## src/rtl/soc_riscv_cpu2ahb_scoreboard.sv

```systemverilog
// rtl/soc_riscv_cpu2ahb_scoreboard.sv - CPU request vs AHB transfer scoreboard
// Queues CPU memory requests and checks them against AHB address and data phases.
module soc_riscv_cpu2ahb_scoreboard #(
  parameter int XLEN           = 32,
  parameter int PHYS_ADDR_SIZE = XLEN,
  parameter int DEPTH          = 4,
  parameter int TIMEOUT        = 255
) (
  input  logic                      HCLK,
  input  logic                      HRESET,
  input  logic [XLEN-1:0]           mem_adr,
  input  logic [XLEN-1:0]           mem_d,
  input  logic                      mem_req,
  input  logic                      mem_we,
  input  logic [XLEN/8-1:0]         mem_be,
  input  logic                      mem_misaligned,
  input  logic                      HSEL,
  input  logic [PHYS_ADDR_SIZE-1:0] HADDR,
  input  logic [XLEN-1:0]           HWDATA,
  input  logic                      HWRITE,
  input  logic [2:0]                HSIZE,
  input  logic [1:0]                HTRANS,
  input  logic                      HREADY,
  input  logic                      HRESP,
  input  logic                      err_clr,
  output logic                      err_addr,
  output logic                      err_write,
  output logic                      err_size,
  output logic                      err_wdata,
  output logic                      err_resp,
  output logic                      err_overflow,
  output logic                      err_underflow,
  output logic                      err_timeout,
  output logic [15:0]               err_count,
  output logic [$clog2(DEPTH):0]    outstanding
);
  localparam int BW = XLEN / 8;
  localparam int PW = $clog2(DEPTH);
  localparam int TW = $clog2(TIMEOUT + 1);

  logic [XLEN-1:0] r_adr_q [DEPTH];
  logic            r_we_q  [DEPTH];
  logic [BW-1:0]   r_be_q  [DEPTH];
  logic [XLEN-1:0] r_d_q   [DEPTH];
  logic [PW-1:0]   r_wr_ptr, r_rd_ptr;
  logic [PW:0]     r_count;

  logic            r_dp_valid, r_dp_we;
  logic [BW-1:0]   r_dp_be;
  logic [XLEN-1:0] r_dp_d;

  logic [TW-1:0]   r_tmo;
  logic [7:0]      r_err;
  logic [15:0]     r_err_count;

  logic            w_push, w_aphase, w_empty, w_full, w_bypass, w_pop, w_load, w_fifo_wr;
  logic [XLEN-1:0] w_c_adr, w_c_d;
  logic            w_c_we;
  logic [BW-1:0]   w_c_be;
  logic [2:0]      w_exp_size;
  logic            w_done, w_wdata_bad, w_tmo_run;
  logic [7:0]      w_ev;

  assign w_push    = mem_req && !mem_misaligned;
  assign w_aphase  = HREADY && HSEL && (HTRANS == 2'b10 || HTRANS == 2'b11);
  assign w_empty   = (r_count == '0);
  assign w_full    = (r_count == (PW+1)'(DEPTH));
  assign w_bypass  = w_push && w_aphase && w_empty;
  assign w_pop     = w_aphase && !w_empty;
  assign w_load    = w_pop || w_bypass;
  assign w_fifo_wr = w_push && !w_bypass && (!w_full || w_pop);

  // With an empty FIFO the entry being pushed is the one the address phase consumes.
  assign w_c_adr = w_bypass ? mem_adr : r_adr_q[r_rd_ptr];
  assign w_c_we  = w_bypass ? mem_we  : r_we_q[r_rd_ptr];
  assign w_c_be  = w_bypass ? mem_be  : r_be_q[r_rd_ptr];
  assign w_c_d   = w_bypass ? mem_d   : r_d_q[r_rd_ptr];

  always_comb begin
    w_exp_size = 3'b111;
    case ($countones(w_c_be))
      1:       w_exp_size = 3'd0;
      2:       w_exp_size = 3'd1;
      4:       w_exp_size = 3'd2;
      8:       w_exp_size = 3'd3;
      default: w_exp_size = 3'b111;
    endcase
  end

  always_comb begin
    w_wdata_bad = 1'b0;
    for (int i = 0; i < BW; i++) begin
      if (r_dp_be[i] && (HWDATA[8*i +: 8] !== r_dp_d[8*i +: 8])) w_wdata_bad = 1'b1;
    end
  end

  assign w_done    = r_dp_valid && HREADY;
  assign w_tmo_run = !w_empty && !w_pop;

  // Event bits: addr, write, size, wdata, resp, overflow, underflow, timeout.
  assign w_ev[0] = w_load && (HADDR !== w_c_adr[PHYS_ADDR_SIZE-1:0]);
  assign w_ev[1] = w_load && (HWRITE !== w_c_we);
  assign w_ev[2] = w_load && (HSIZE !== w_exp_size);
  assign w_ev[3] = w_done && r_dp_we && w_wdata_bad;
  assign w_ev[4] = w_done && (HRESP !== 1'b0);
  assign w_ev[5] = w_push && w_full && !w_pop;
  assign w_ev[6] = w_aphase && w_empty && !w_push;
  assign w_ev[7] = w_tmo_run && (r_tmo == TW'(TIMEOUT - 1));

  always_ff @(posedge HCLK) begin
    if (w_fifo_wr) begin
      r_adr_q[r_wr_ptr] <= mem_adr;
      r_we_q[r_wr_ptr]  <= mem_we;
      r_be_q[r_wr_ptr]  <= mem_be;
      r_d_q[r_wr_ptr]   <= mem_d;
    end
  end

  always_ff @(posedge HCLK or posedge HRESET) begin
    if (HRESET) begin
      r_wr_ptr    <= '0;
      r_rd_ptr    <= '0;
      r_count     <= '0;
      r_dp_valid  <= 1'b0;
      r_dp_we     <= 1'b0;
      r_dp_be     <= '0;
      r_dp_d      <= '0;
      r_tmo       <= '0;
      r_err       <= '0;
      r_err_count <= '0;
    end else begin
      if (w_pop)     r_rd_ptr <= r_rd_ptr + 1'b1;
      if (w_fifo_wr) r_wr_ptr <= r_wr_ptr + 1'b1;
      if (w_fifo_wr && !w_pop)      r_count <= r_count + 1'b1;
      else if (!w_fifo_wr && w_pop) r_count <= r_count - 1'b1;

      if (w_load) begin
        r_dp_valid <= 1'b1;
        r_dp_we    <= w_c_we;
        r_dp_be    <= w_c_be;
        r_dp_d     <= w_c_d;
      end else if (HREADY) begin
        r_dp_valid <= 1'b0;
      end

      if (err_clr) begin
        r_tmo       <= '0;
        r_err       <= '0;
        r_err_count <= '0;
      end else begin
        if (!w_tmo_run)                       r_tmo <= '0;
        else if (r_tmo != TW'(TIMEOUT))       r_tmo <= r_tmo + 1'b1;
        r_err <= r_err | w_ev;
        if ((w_ev != '0) && (r_err_count != 16'hFFFF)) r_err_count <= r_err_count + 1'b1;
      end
    end
  end

  assign err_addr      = r_err[0];
  assign err_write     = r_err[1];
  assign err_size      = r_err[2];
  assign err_wdata     = r_err[3];
  assign err_resp      = r_err[4];
  assign err_overflow  = r_err[5];
  assign err_underflow = r_err[6];
  assign err_timeout   = r_err[7];
  assign err_count     = r_err_count;
  assign outstanding   = r_count;
endmodule

```

## config.mk

```make
export PLATFORM = sky130hd
export DESIGN_NAME = soc_riscv_cpu2ahb_scoreboard
export DESIGN_NICKNAME = d
export VERILOG_FILES = /design/src/rtl/soc_riscv_cpu2ahb_scoreboard.sv
export SDC_FILE = /design/constraint.sdc
export NUM_CORES = 1
export LEC_CHECK = 0
export CORE_MARGIN = 2
export CORE_UTILIZATION = 56
export CTS_CLUSTER_DIAMETER = 100
export DETAILED_ROUTE_END_ITERATION = 10
export PLACE_DENSITY = 0.8
export SYNTH_ARGS = -nofsm -noshare
export SYNTH_HDL_FRONTEND = slang
export SYNTH_SLANG_ARGS = --single-unit
export TNS_END_PERCENT = 100
```

## constraint.sdc

```tcl
create_clock -name HCLK -period 6.1 [get_ports HCLK]
set_input_delay 1.83 -clock HCLK [delete_from_list [all_inputs] [get_ports HCLK]]
set_output_delay 1.83 -clock HCLK [all_outputs]
set_load 0.05 [all_outputs]
```

==> metrics.md <==
| Metric | Value |
|---|---|
| Outcome | `complete, but fails checks` |
| Failing checks | `design-rule violations` |
| Detail Placement HPWL | `21.7 mm` |
| Port Buffer Count | `between 150 and 200` |
| Register-to-Register Path Depth | `18` |
| Syn Nets | `around 1100` |
| First-pass GRT wire length | `~52 mm` |
| RSZ-0062 raised after global routing | `false` |
| Initial Utilization | `~57%` |
| Wire length per cell | `about 22 µm` |
| Leak pwr | `around 6.3 nW` |
| Worst-case hold path end point | `r_dp_be[0]` |
| Antenna violations before repair | `3` |
| #FFs+latches synth | `about 350` |
| Final Util | `just over 70%` |
| Skew final | `14.9 ps` |
| Post-synth EDFFs | `276` |
| Nets | `1305` |
| Number of global-route vias before repair | `9364` |
| Met1 usage in global routing | `32.8%` |
| Ys async rst share | `between 20% and 30%` |
| Global Route Usage Sum | `roughly 24%` |
| Yosys top cell area share | `a little under three fifths` |
| Longest Clk Path Bufs | `3` |
| Synth area leader | `edfxtp_1` |
| Commonest cells post-synth | `276 x edfxtp_1, 97 x xnor2_1, 84 x nand2_1` |
| Pwr Density | `approximately 400 nW/µm²` |
| Chip Height | `167 µm` |
| Synth cell types | `53` |
| Most common cell in the netlist | `edfxtp_1` |
| Horiz. Die Dim | `between 150 and 200 µm` |
| Worst slack, placed | `-396 ps` |
| Worst Path Max Fanout | `12` |
| FF-to-FF Start | `outstanding[2]` |
| HP Start | `r_dp_be[0]` |
| CTS tree | `built` |
| Rel. slew slack | `about 33%` |
| Tmin final | `between 5000 and 6000 ps` |
| Area Growth Syn to Fin | `23.4%` |
| Reg-to-reg critical path endpoint | `err_count[10]` |
| Final ANT Viol Nets | `0` |
| Ys Warns | `0` |
| Prevailing post-synth register cell | `edfxtp_1` |
| Final Hold Fails | `0` |
| Critical Path RT | `6550 ps` |
| Routability cong. | `roughly 0.81` |
| Layout cells sized above 1 | `approximately 15%` |
| Grt peak-use layer | `met2` |
| Worst hold stages | `2` |
| Worst-path clk slew | `approximately 60 ps` |
| Period utilization | `95.1%` |
| Critical Path Start Type | `input port` |
| M3 GR Usage | `4.18%` |
| Synth Instances | `approximately 940` |
| Peak Freq | `~170 MHz` |
| Max Cap Viol | `0` |
| Clk_lat worst skew | `approximately 520 ps` |
| Post-layout worst setup margin | `301 ps` |
| Sequential area share after synthesis | `between 60% and 70%` |
| Measured slew at the worst slew-check pin | `1000 ps` |
| Grt met2 use | `between 40% and 50%` |
| Largest cells by area after synthesis | `edfxtp_1 55%, dfrtp_1 13%, mux4_2 10%` |
| DIE AREA | `around 28000 µm²` |
| Total CTS buffers | `38` |
| Synthesized area | `approximately 15000 µm²` |
| DR vias | `8933` |
| CTS sink count | `approximately 350` |
| Iter 0 DRT Violations | `842` |
| Vias per cell | `5.91` |
| Grt total ovfl | `0` |
| Core area | `about 26000 µm²` |
| Std-Cell Rows | `59` |
| Post-Syn Area per Cell | `15.9 µm²` |
| WS Path Type | `input port to flip-flop` |
| Drt first pass iters | `8` |
| Crit. End Element | `flip-flop` |
| Crit path DAT | `6240 ps` |
| Setup_tns | `0 ps` |
| Hold slack | `495 ps` |
| CTS Root Cell | `clkbuf_16` |
| Setup Viol. Count Final | `0` |
| WL final | `33.4 mm` |
| Fill cells | `1732` |
| Max VDD drop | `roughly 260 µV` |
| # H-tree levels | `2` |
| Fin. max-slew vios | `0` |
| Drc violations | `12` |
| R2r setup slk | `approximately 1100 ps` |
| # IOs | `~170` |
| Largest net degree at the start of global routing | `55` |
| Hold Path Class | `flip-flop to flip-flop` |
-- power breakdown --
part / switching, W / total [W] / leakage, nW / internal [W]
clock network: 0.000918 / 0.00223 / 0.603 / 0.00131
registers: 0.000252 / 0.00322 / 3.45 / 0.00296
logic: 0.000965 / 0.00199 / 2.24 / 0.00103
-- layer usage --
| metal | up-vias | routed length [µm] |
|---|---|---|
| met5 | - | 13 |
| met4 | 2 | 779 |
| met3 | 55 | 2270 |
| met2 | 346 | 16800 |
| met1 | 4512 | 13500 |
| li1 | 4018 | - |
-- stage by stage --
stage / instance area (µm²) / instances / total power [W]
2_1_floorplan: 14900 / 939 / 0.00466
3_3_place_gp: 17200 / 1441 / 0.00517
3_5_place_dp: 17200 / 1441 / 0.00525
4_1_cts: 18400 / 1510 / 0.00749
5_1_grt: 18400 / 1512 / 0.00778
6_report: 18400 / 1512 / 0.00744
-- what timing repair did --
| item | CTS | global route |
|---|---|---|
| setup buffers | 0 | 0 |
| hold buffers | 0 | 0 |
| resized for setup | 0 | 7 |
| endpoints found under the setup margin | 0 | 13 |
-- critical path, stage by stage --
cell and delay [ps]:
clkdlybuf4s50_1 480, and3_1 230, nand3_4 150, mux2i_1 230
fa_1 560, inv_1 40, ha_1 170, ha_1 320
maj3_1 350, nand3_1 80, o21ai_1 80, a2111oi_2 350
buf_4 170, nor4_2 40, a32o_1 250, a21o_4 230
buf_4 170, or3_1 340, a21oi_1 150
-- cells in the final DEF, fill, tap and decap left out, drive strengths merged, types with 5 or more instances in the layout --
cell,Yosys,routed
edfxtp,276,276
clkdlybuf4s50,0,172
xnor2,97,97
nand2,84,84
dfrtp,77,77
mux4,67,67
nor2,63,63
clkbuf,14,51
a31oi,33,33
buf,24,33
nand4,29,29
inv,20,22
a21oi,20,20
o21ai,18,18
nand3,16,16
clkinv,0,13
xor2,12,12
or3,11,11
ha,10,10
mux2i,9,9
nor4,7,7
o31ai,6,6
or4,5,5
nor3,5,5
-- cells by family (layout without fill, tap and decap cells) --
group	after synthesis	count (layout)	share of synthesized area, %
compound gates	90	90	3.79
other cells	0	2	0
xor+xnor	109	109	6.39
simple gates	237	237	7.48
buf+inv	58	294	1.88
fa+ha+maj	13	13	1.17
flops	353	353	68.4
mux	79	79	10.9
-- flip-flops by register name, indices dropped and copies added, names as in the netlist, 3 cells and up --
name and count:
err_count 16, outstanding 3, r_adr_q 128, r_be_q 16, r_d_q 128, r_dp_be 4, r_dp_d 32, r_err 8
r_tmo 8, r_we_q 4
-- worst max path at each step --
stage,from,endpoint,cells past startpoint
floorplan,mem_req,err_count[13],17
global placement,mem_req,err_count[15],18
detailed placement,mem_req,err_count[15],18
CTS,mem_req,err_count[15],18
global route,HTRANS[1],err_count[10],19
finish,HREADY,err_count[10],19
-- area by class of cell --
cell class	count	area, µm²	share of cell area [%]
diodes	2	5.00	0.0271
clock buffers	51	1060	5.76
clock inverters	18	155	0.842
inverters	20	76.3	0.414
multi-input cells	528	4510	24.5
flip-flops and latches	353	10200	55.5
well taps	335	419	2.27
repair buffers	205	1980	10.8
Note: power is estimated with default switching activity, not from simulation.
